**config.mk**
```make
export PLATFORM = sky130hd
export DESIGN_NAME = key_debounce_multi_flat
export DESIGN_NICKNAME = d
export VERILOG_FILES = /design/src/rtl/key_debounce_multi_if.sv /design/src/rtl/key_debounce_multi.sv /design/src/flat_wrapper.sv
export SDC_FILE = /design/constraint.sdc
export NUM_CORES = 1
export LEC_CHECK = 0
export CAP_MARGIN = 10
export CORE_UTILIZATION = 35
export CTS_CLUSTER_DIAMETER = 30
export DETAILED_ROUTE_END_ITERATION = 12
export GPL_ROUTABILITY_DRIVEN = 0
export PLACE_DENSITY = 0.61
export SLEW_MARGIN = 20
export SYNTH_ARGS = -nofsm -noshare
export SYNTH_HDL_FRONTEND = slang
export SYNTH_SLANG_ARGS = --single-unit
```
**constraint.sdc**
```tcl
create_clock -name clk -period 4.7 [get_ports clk]
set_input_delay 0.705 -clock clk [delete_from_list [all_inputs] [get_ports clk]]
set_output_delay 0.705 -clock clk [all_outputs]
set_load 0.01 [all_outputs]
```
**src/rtl/key_debounce_multi_if.sv**
```systemverilog
// key_debounce_multi_if: raw key pins in, debounced levels and event pulses out
interface key_debounce_multi_if #(parameter int NUM_KEYS = 4);
  logic [NUM_KEYS-1:0] key_in;
  logic [NUM_KEYS-1:0] key_level;
  logic [NUM_KEYS-1:0] key_press;
  logic [NUM_KEYS-1:0] key_release;
  logic [NUM_KEYS-1:0] key_long;
  logic [NUM_KEYS-1:0] key_repeat;
  logic                any_press;
  modport master (output key_in, input key_level, key_press, key_release, key_long, key_repeat, any_press);
  modport slave  (input key_in, output key_level, key_press, key_release, key_long, key_repeat, any_press);
endinterface

```
**src/rtl/key_debounce_multi.sv**
```systemverilog
// key_debounce_multi: per-channel synchroniser + debounce FSM with press/release/long/repeat pulses
module key_debounce_multi #(
  parameter int NUM_KEYS     = 4,
  parameter int ACTIVE_LOW   = 1,
  parameter int DEBOUNCE_CYC = 1_000_000,
  parameter int LONG_CYC     = 75_000_000,
  parameter int REPEAT_CYC   = 10_000_000,
  parameter int REPEAT_EN    = 1
) (
  input logic clk,
  input logic rst,
  key_debounce_multi_if.slave kb
);
  localparam int MX = DEBOUNCE_CYC > LONG_CYC ? (DEBOUNCE_CYC > REPEAT_CYC ? DEBOUNCE_CYC : REPEAT_CYC)
                                              : (LONG_CYC > REPEAT_CYC ? LONG_CYC : REPEAT_CYC);
  localparam int W = MX > 1 ? $clog2(MX) : 1;
  localparam logic [W-1:0] DL = W'(DEBOUNCE_CYC - 1);
  localparam logic [W-1:0] LL = W'(LONG_CYC - 1);
  localparam logic [W-1:0] RL = W'(REPEAT_CYC - 1);
  localparam logic [NUM_KEYS-1:0] IDLE_PIN = ACTIVE_LOW != 0 ? '1 : '0;
  typedef enum logic [2:0] {IDLE, PRESS_CHK, HELD, REPEAT, REL_CHK} state_t;
  state_t st [NUM_KEYS];
  logic [W-1:0] dcnt [NUM_KEYS];
  logic [W-1:0] hcnt [NUM_KEYS];
  logic [NUM_KEYS-1:0] s1, s2, from_rep, lvl, prs, rel, lng, rpt, pr;
  assign pr = s2 ^ IDLE_PIN;
  always_ff @(posedge clk) begin
    if (rst) begin
      s1 <= IDLE_PIN;
      s2 <= IDLE_PIN;
      from_rep <= '0;
      lvl <= '0;
      prs <= '0;
      rel <= '0;
      lng <= '0;
      rpt <= '0;
      for (int i = 0; i < NUM_KEYS; i++) begin
        st[i] <= IDLE;
        dcnt[i] <= '0;
        hcnt[i] <= '0;
      end
    end else begin
      s1 <= kb.key_in;
      s2 <= s1;
      prs <= '0;
      rel <= '0;
      lng <= '0;
      rpt <= '0;
      for (int i = 0; i < NUM_KEYS; i++) begin
        case (st[i])
          IDLE: if (pr[i]) begin
            st[i] <= PRESS_CHK;
            dcnt[i] <= '0;
          end
          PRESS_CHK: if (!pr[i]) st[i] <= IDLE;
            else if (dcnt[i] == DL) begin
              st[i] <= HELD;
              prs[i] <= 1'b1;
              lvl[i] <= 1'b1;
              hcnt[i] <= '0;
            end else dcnt[i] <= dcnt[i] + 1'b1;
          HELD, REPEAT: if (!pr[i]) begin
              st[i] <= REL_CHK;
              from_rep[i] <= st[i] == REPEAT;
              dcnt[i] <= '0;
            end else if (st[i] == HELD && hcnt[i] == LL) begin
              st[i] <= REPEAT;
              lng[i] <= 1'b1;
              hcnt[i] <= '0;
            end else if (st[i] == REPEAT && hcnt[i] == RL) begin
              hcnt[i] <= '0;
              rpt[i] <= REPEAT_EN != 0;
            end else hcnt[i] <= hcnt[i] + 1'b1;
          REL_CHK: if (pr[i]) st[i] <= from_rep[i] ? REPEAT : HELD;
            else if (dcnt[i] == DL) begin
              st[i] <= IDLE;
              rel[i] <= 1'b1;
              lvl[i] <= 1'b0;
            end else dcnt[i] <= dcnt[i] + 1'b1;
          default: st[i] <= IDLE;
        endcase
      end
    end
  end
  assign kb.key_level = lvl;
  assign kb.key_press = prs;
  assign kb.key_release = rel;
  assign kb.key_long = lng;
  assign kb.key_repeat = rpt;
  assign kb.any_press = |prs;
endmodule

```
**src/flat_wrapper.sv**
```systemverilog
// flat-port wrapper written by rule: the top's interface ports become plain ports
module key_debounce_multi_flat 
#(
  parameter int NUM_KEYS     = 4,
  parameter int ACTIVE_LOW   = 1,
  parameter int DEBOUNCE_CYC = 1_000_000,
  parameter int LONG_CYC     = 75_000_000,
  parameter int REPEAT_CYC   = 10_000_000,
  parameter int REPEAT_EN    = 1
)
  (clk, rst, kb_key_in, kb_key_level, kb_key_press, kb_key_release, kb_key_long, kb_key_repeat, kb_any_press);
  key_debounce_multi_if #(.NUM_KEYS(NUM_KEYS)) kb_i ();
  input logic clk;
  input logic rst;
  input wire logic [$bits(kb_i.key_in)-1:0] kb_key_in;
  output wire logic [$bits(kb_i.key_level)-1:0] kb_key_level;
  output wire logic [$bits(kb_i.key_press)-1:0] kb_key_press;
  output wire logic [$bits(kb_i.key_release)-1:0] kb_key_release;
  output wire logic [$bits(kb_i.key_long)-1:0] kb_key_long;
  output wire logic [$bits(kb_i.key_repeat)-1:0] kb_key_repeat;
  output wire logic [$bits(kb_i.any_press)-1:0] kb_any_press;
  assign kb_i.key_in = kb_key_in;
  assign kb_key_level = kb_i.key_level;
  assign kb_key_press = kb_i.key_press;
  assign kb_key_release = kb_i.key_release;
  assign kb_key_long = kb_i.key_long;
  assign kb_key_repeat = kb_i.key_repeat;
  assign kb_any_press = kb_i.any_press;
  key_debounce_multi #(.NUM_KEYS(NUM_KEYS), .ACTIVE_LOW(ACTIVE_LOW), .DEBOUNCE_CYC(DEBOUNCE_CYC), .LONG_CYC(LONG_CYC), .REPEAT_CYC(REPEAT_CYC), .REPEAT_EN(REPEAT_EN)) u_core (.clk(clk), .rst(rst), .kb(kb_i));
endmodule
```
---- Yosys cells after proc, flatten, opt, wreduce, memory -nomap -nowiden ----
Memory sizes are Yosys's and may differ from the RTL's.
Index checks and enable logic that the tools add are counted.
word-level totals
  logic and storage cells ................. 469
  bits in registers ....................... 32
  input bits .............................. 6
  output and inout bits ................... 21
  memories kept ........................... 3
  RAM bits ................................ 228
operators by class
  multiplexer cells ....................... 298
  equality and inequality tests ........... 44
  bitwise gates (word level) .............. 69
  add/subtract/negate cells ............... 8
  reduce and logical (&&, ||, !) cells .... 33
memories
  memory       depth  width  read ports  clocked after memory_dff  wr ports  line                      RTL
  u_core.dcnt  4      27     4           0                         4         key_debounce_multi.sv:23  logic [W-1:0] dcnt [NUM_KEYS];
  u_core.hcnt  4      27     4           0                         4         key_debounce_multi.sv:24  logic [W-1:0] hcnt [NUM_KEYS];
  u_core.st    4      3      4           0                         4         key_debounce_multi.sv:22  state_t st [NUM_KEYS];
operators with widths
  cell                                                               count
  27-bit 2-to-1 mux                                                  32
  1-bit 2-to-1 mux                                                   230
  27-bit by 1-bit adder with 27-bit output, second input constant    8
  27-bit by 20-bit == test with 1-bit output, second input constant  4
  27-bit by 24-bit == test with 1-bit output, second input constant  4
  27-bit == test, second input constant                              4
  3-bit 2-to-1 mux                                                   32
  1-bit OR                                                           64
  3-bit by 2-bit == test with 1-bit output, second input constant    8
  2-bit by 1-bit != test with 1-bit output, second input constant    12
  5-bit AND reduction                                                4
  5-bit OR reduction                                                 4
  3-bit by 1-bit == test with 1-bit output, second input constant    4
  3-bit == test, second input constant                               4
  3-bit zero test                                                    4
  1-bit logical AND                                                  8
  2-bit != test, second input constant                               4
  1-bit one-hot mux with 2 select lines                              4
  2-bit AND reduction                                                4
  2-bit nonzero test                                                 4
  2-bit OR reduction                                                 4
  1-bit inverter                                                     4
  4-bit inverter                                                     1
  4-bit OR reduction                                                 1

---- Logic depth before layout (Yosys ltp) ----
Gate-level depths: netlist of the first run.
  depth after elaboration ................. 13
  depth in mapped cells ................... 8
  gate-level depth less buffers ........... 6

---- Least setup slack after synthesis of the first run ----
OpenSTA, ideal clock, no wires.
  path type ............................... register to register
  start ................................... mem u_core.dcnt[3][20] (netlist bit)
  end ..................................... mem u_core.hcnt[3][0] (netlist bit) (enable)
  setup time .............................. 0.452 ns
  cell stages (with the launch flop) ...... 6
  data arrival time ....................... 3.833 ns
  path slack .............................. 0.415 ns
  clock period less this slack ............ 4.285 ns
  path buffers ............................ 0
  data required time ...................... 4.248 ns
  cell sequence ........................... edfxtp_1 or4_1 or4_4 nor3_2 nor2_1 o31ai_1
RTL lines
  what                line
  start: declaration  key_debounce_multi.sv:23
  end: declaration    key_debounce_multi.sv:24

==> flow_summary.json, run 1 <==
{
  "outcome": "finished, final reports clean",
  "wire_per_inst_microns": 14.99,
  "vias": 10680,
  "worst_slack_ns": 1.708,
  "met3WireLength_mm": 1.308,
  "totalWireLength_mm": 30.65,
  "antenna_left": 0,
  "instances_no_fill": 2045,
  "synth_area_leader_cell": "edfxtp_1",
  "synth_cells": 1403,
  "ir_drop_v": 0.0002943,
  "initial_core_util_pct": 35.70,
  "dp.cells": 1914,
  "clkTransAtPathRegs_ns": 0.04,
  "ys_warn_count": 0,
  "fin_crit_ns": 2.992,
  "wl_met1_mm": 14.65,
  "antenna_found_initial": 0,
  "cp_cell_sequence": "ha_1 > nand4_1 > or2_1 > or4_1 > o31a_1 > o21ai_2 > buf_4",
  "grt_pass1_vias": 10430,
  "ctsHoldBuffers": 0,
  "synth.avg_cell_area_sq_um": 10.18,
  "drive_gt1_share_pct": 10.92,
  "required_ns": 4.94,
  "crit_start": "u_core.dcnt[0][0]$_SDFFCE_PN0P_",
  "postCtsResizedCells": 0,
  "io_pins": 27,
  "path_max_fanout": 27,
  "hpwl_mm": 19.29,
  "synthFlopType": "edfxtp_1",
  "insertion_delay_ns": 0.59,
  "synth_nets": 1417,
  "grt_first_pass_wirelength_mm": 51.86,
  "worstSetupPathType": "reg -> reg",
  "worstSetupEndpointType": "register",
  "cap_violations": 0,
  "die_w_microns": 204.0,
  "critPathArrivalTime_ns": 3.23,
  "die_area_sq_um": 41620,
  "rsz0062_at_grt": "false",
  "grt.overflow.total": 0,
  "crit_buf_inv": 1,
  "area_growth_pct": 22.15,
  "cts_tree": "built",
  "grt_max_degree": 28,
  "post-route-period-util_pct": 63.67,
  "ys_async_sr_fraction_pct": 0,
  "slowest_stage": "or4_1",
  "reg2reg_from": "u_core.dcnt[0][0]$_SDFFCE_PN0P_",
  "hold_class": "reg -> reg",
  "hold_start": "u_core.s1[0]$_SDFF_PP1_",
  "post-place-ws_ns": 1.537,
  "wl_met2_mm": 13.85,
  "timing.final.hold_violations": 0,
  "ctsRootBufferMaster": "clkbuf_16",
  "worst_pin_slew_ns": 1.031,
  "dr.first_iter.drc_count": 750,
  "fin_tns_setup_ns": 0,
  "fillers": 3775,
  "cts_max_path_buffers": 3,
  "io_buffers": 26,
  "nNetsFinal": 1476,
  "diodes": 0,
  "cpPeakStageDelay_ns": 0.72,
  "core_sq_um": 40010,
  "setup_viol": 0,
  "dieHeight_microns": 204.0,
  "cts.sinks": 260,
  "critPathLaunchType": "register",
  "htreeDepth": 3,
  "max_freq_mhz": 334.2,
  "yosys.cell_types.count": 72,
  "cts_buffers": 71,
  "dr.max_layer_used": "met4",
  "powerDensity_nw_per_um2": 487.0,
  "vias_per_cell": 5.221,
  "skew_ns": 0.02197,
  "synth_edf_count": 228,
  "cts_setup_buffers": 0,
  "synth.area.top_cells": "edfxtp_1, xor2_1, nor2_1",
  "drtPass1Iterations": 5,
  "finalMaxSlewViolations": 0,
  "final_common_cell": "nor2_1",
  "synth_seq_area_share_pct": 52.42,
  "p_leak_nw": 5.740,
  "mostFrequentLayoutCells": "nor2_1, edfxtp_1, xor2_1",
  "synth_top_cell_area_share_pct": 47.93,
  "grt.total_usage_pct": 15.16,
  "ys_ff_latch": 260,
  "rows": 73,
  "synthesis.area_sq_um": 14280,
  "relSlewSlack_pct": 30.71,
  "drc": 0,
  "crit_family": "simple AND/OR/NAND/NOR gates"
}
## final cells by class
type	instances	area [sq um]	area share, %
clock buffer	99	2014	11.55
clock inverter	32	340.3	1.951
inverter	30	112.6	0.6454
multi-input combinational	1062	6499	37.25
sequential	260	7487	42.91
tap	525	656.9	3.765
timing repair buffer	37	337.8	1.936
## cells in the mapped netlist, types with 7 or more instances
| cell type | number |
|---|---|
| a21oi_1 | 8 |
| and2_1 | 12 |
| and3_1 | 43 |
| and4_1 | 24 |
| clkbuf_1 | 37 |
| dfxtp_1 | 32 |
| edfxtp_1 | 228 |
| ha_1 | 8 |
| inv_1 | 29 |
| nand2_1 | 93 |
| nand3_1 | 92 |
| nand4_1 | 75 |
| nor2_1 | 266 |
| nor2_2 | 10 |
| nor2b_1 | 7 |
| nor3_1 | 50 |
| nor4_1 | 36 |
| nor4b_1 | 13 |
| nor4bb_1 | 8 |
| o21ai_0 | 9 |
| or2_2 | 12 |
| or4_1 | 9 |
| xnor2_1 | 76 |
| xor2_1 | 124 |
## cell families after synthesis
| logic type | Yosys count | share of synthesized area [%] |
|---|---|---|
| simple gates | 790 | 28.68 |
| flops | 260 | 52.42 |
| xor+xnor | 200 | 12.26 |
| buf+inv | 81 | 2.610 |
| compound gates | 61 | 3.119 |
| fa+ha+maj | 8 | 0.7008 |
| mux | 3 | 0.2102 |
## registers in the layout (all words and copies together), names as in the netlist
register and cells:
u_core.kb.key_release 4, u_core.kb.key_press 4, u_core.kb.key_level 4, u_core.dcnt 108, u_core.s2 4, u_core.from_rep 4, u_core.st 12, u_core.kb.key_repeat 4
u_core.s1 4, u_core.hcnt 108, u_core.kb.key_long 4
## metrics by stage
stage	hold WS (ns)	util, %	cell area [sq um]	total power, mW
6_report	0.3990	43.61	17450	8.497
3_5_place_dp	0.3973	37.60	15040	3.856
2_1_floorplan	0.3895	-	14280	3.660
5_1_grt	0.4217	43.61	17450	8.850
4_1_cts	0.4065	43.48	17400	8.594
3_3_place_gp	0.3908	37.58	15040	3.837
## metal layers
metal	GRT usage, %	vias up
met1	20.25	5133
met5	0	-
met4	6.930	0
met2	22.98	210
met3	3.906	66
li1	-	5268
## path summary, 6_finish.rpt
path                                      endpoint  slack [ns]  depth (start not counted)
setup / recovery  u_core.hcnt[0][19]$_SDFFCE_PN0P_        1.71                          7
hold / removal             u_core.s2[0]$_SDFF_PP1_        0.40                          1
setup reg to reg  u_core.hcnt[0][19]$_SDFFCE_PN0P_        1.71                          7
hold reg to reg            u_core.s2[0]$_SDFF_PP1_        0.40                          1
## report_power, final
part           internal [mW]  total [mW]  switching [mW]
Clock                   3.20        4.66            1.46
Sequential              2.85        3.19           0.347
Combinational          0.267       0.642           0.375
Total                   6.32        8.50            2.18
Note: power is estimated with default switching activity, not from simulation.
==> run 2: changes to the inputs <==
Settings changed: PLACE_DENSITY 0.61 to 0.63.
Clock period 4.7 ns to 2.7 ns, I/O delays scaled along.
==> flow_summary.json, run 2 (synthesis gave the netlist of run 1 again) <==
{
  "fin_tns_setup_ns": 0,
  "worst_slack_ns": 0.1502,
  "critPathArrivalTime_ns": 2.83,
  "initial_core_util_pct": 35.70,
  "core_sq_um": 40010,
  "cts_tree": "built",
  "outcome": "finished, final reports clean",
  "fin_crit_ns": 2.550,
  "grt.overflow.total": 0,
  "area_growth_pct": 24.07,
  "vias": 10840,
  "finalMaxSlewViolations": 0,
  "powerDensity_nw_per_um2": 798.1,
  "skew_ns": 0.01617,
  "io_pins": 27,
  "hold_class": "in -> reg",
  "timing.final.hold_violations": 0,
  "crit_buf_inv": 2,
  "worstSetupEndpointType": "register",
  "diodes": 0,
  "cts_max_path_buffers": 3,
  "drtPass1Iterations": 5,
  "ir_drop_v": 0.0005888,
  "reg.largest.list": "u_core.dcnt: 108 flops, u_core.hcnt: 108 flops, u_core.st: 12 flops",
  "relSlewSlack_pct": 51.16,
  "drive_gt1_share_pct": 14.17,
  "hpwl_mm": 20.03,
  "drc": 0,
  "post-place-ws_ns": 0.007871,
  "path_max_fanout": 14,
  "rsz0062_at_grt": "false",
  "grt_first_pass_wirelength_mm": 51.52,
  "critPathLaunchType": "register",
  "clkTransAtPathRegs_ns": 0.05,
  "cts.sinks": 260,
  "die_area_sq_um": 41620,
  "crit_family": "simple AND/OR/NAND/NOR gates",
  "grt.total_usage_pct": 14.89,
  "dr.first_iter.drc_count": 591,
  "grt_max_degree": 28,
  "totalWireLength_mm": 30.54,
  "cts_buffers": 61,
  "insertion_delay_ns": 0.59,
  "wire_per_inst_microns": 14.65,
  "reg2reg_slack_ns": 0.15,
  "htreeDepth": 2,
  "cpPeakStageDelay_ns": 0.57,
  "dieHeight_microns": 204.0,
  "ctsRootBufferMaster": "clkbuf_16",
  "path_common_cell": "or4_4",
  "cp_cell_sequence": "or4_4 > or4_4 > nor3_4 > nor2_1 > o31ai_4 > buf_6 > buf_12",
  "slowest_stage": "or4_4",
  "worst_pin_slew_ns": 0.7270,
  "p_leak_nw": 5.940,
  "io_buffers": 26,
  "max_freq_mhz": 392.2,
  "required_ns": 2.98,
  "antenna_left": 0,
  "die_w_microns": 204.0,
  "final_common_cell": "nor2_1",
  "vias_per_cell": 5.200,
  "rows": 73,
  "mostFrequentLayoutCells": "nor2_1, edfxtp_1, xor2_1",
  "grt_pass1_vias": 10580,
  "setup_viol": 0,
  "final_util_pct": 44.30,
  "post-route-period-util_pct": 94.44,
  "nNetsFinal": 1524,
  "worstSetupPathType": "reg -> reg",
  "hold_slack_ns": 0.2497,
  "antenna_found_initial": 0,
  "cap_violations": 0
}
## run 2: timing repair
action | 4_1_cts | 5_1_grt
setup buffers | 2 | 2
gates resized for setup | 2 | 3
endpoints found under the hold margin | 0 | 0
setup endpoints to repair | 22 | 81
pin swaps | 3 | 3
gates cloned | 1 | 0
hold buffers | 0 | 0
## run 2: through the flow
| step | cell area [sq um] | power (mW) | instances |
|---|---|---|---|
| CTS | 17690 | 14.30 | 2083 |
| detailed placement | 15560 | 6.824 | 1967 |
| global route | 17720 | 14.71 | 2085 |
| finish | 17720 | 14.14 | 2085 |
| global placement | 15560 | 6.791 | 1967 |
| floorplan | 14360 | 6.385 | 1403 |
## run 2: final timing paths
check / to / from / cells after the start
max reg2reg: u_core.hcnt[3][6]$_SDFFCE_PN0P_ / u_core.dcnt[3][12]$_DFFE_PP_ / 7
min reg2reg: u_core.s2[3]$_SDFF_PP1_ / u_core.s1[3]$_SDFF_PP1_ / 1
max: u_core.hcnt[3][6]$_SDFFCE_PN0P_ / u_core.dcnt[3][12]$_DFFE_PP_ / 7
min: u_core.st[0][11]$_SDFFCE_PP0P_ / rst / 2
## run 2: metal layers
metal  GRT usage [%]  part of all wire [%]  vias to the layer above
li1                -                     -                     5355
met1           20.01                    47                     5207
met2           23.34                    46                      218
met3           2.902                   4.3                       63
met4           6.343                   2.7                        0
met5               0                     0                        -
## run 2: power by group
group	internal, mW	switching [mW]	leakage [nW]	total (mW)
clock	5.01	2.34	0.992	7.34
combinational	0.579	0.744	2.28	1.32
sequential	4.95	0.528	2.67	5.48
total	10.5	3.61	5.94	14.1
## run 2: cell type report
class	count	area, sq um
repair buffers	95	872.1
well taps	525	656.9
flip-flops and latches	260	7487
multi-input cells	1062	6511
fillers	3746	22280
clock buffers	68	1563
inverters	30	112.6
clock inverters	45	519.2
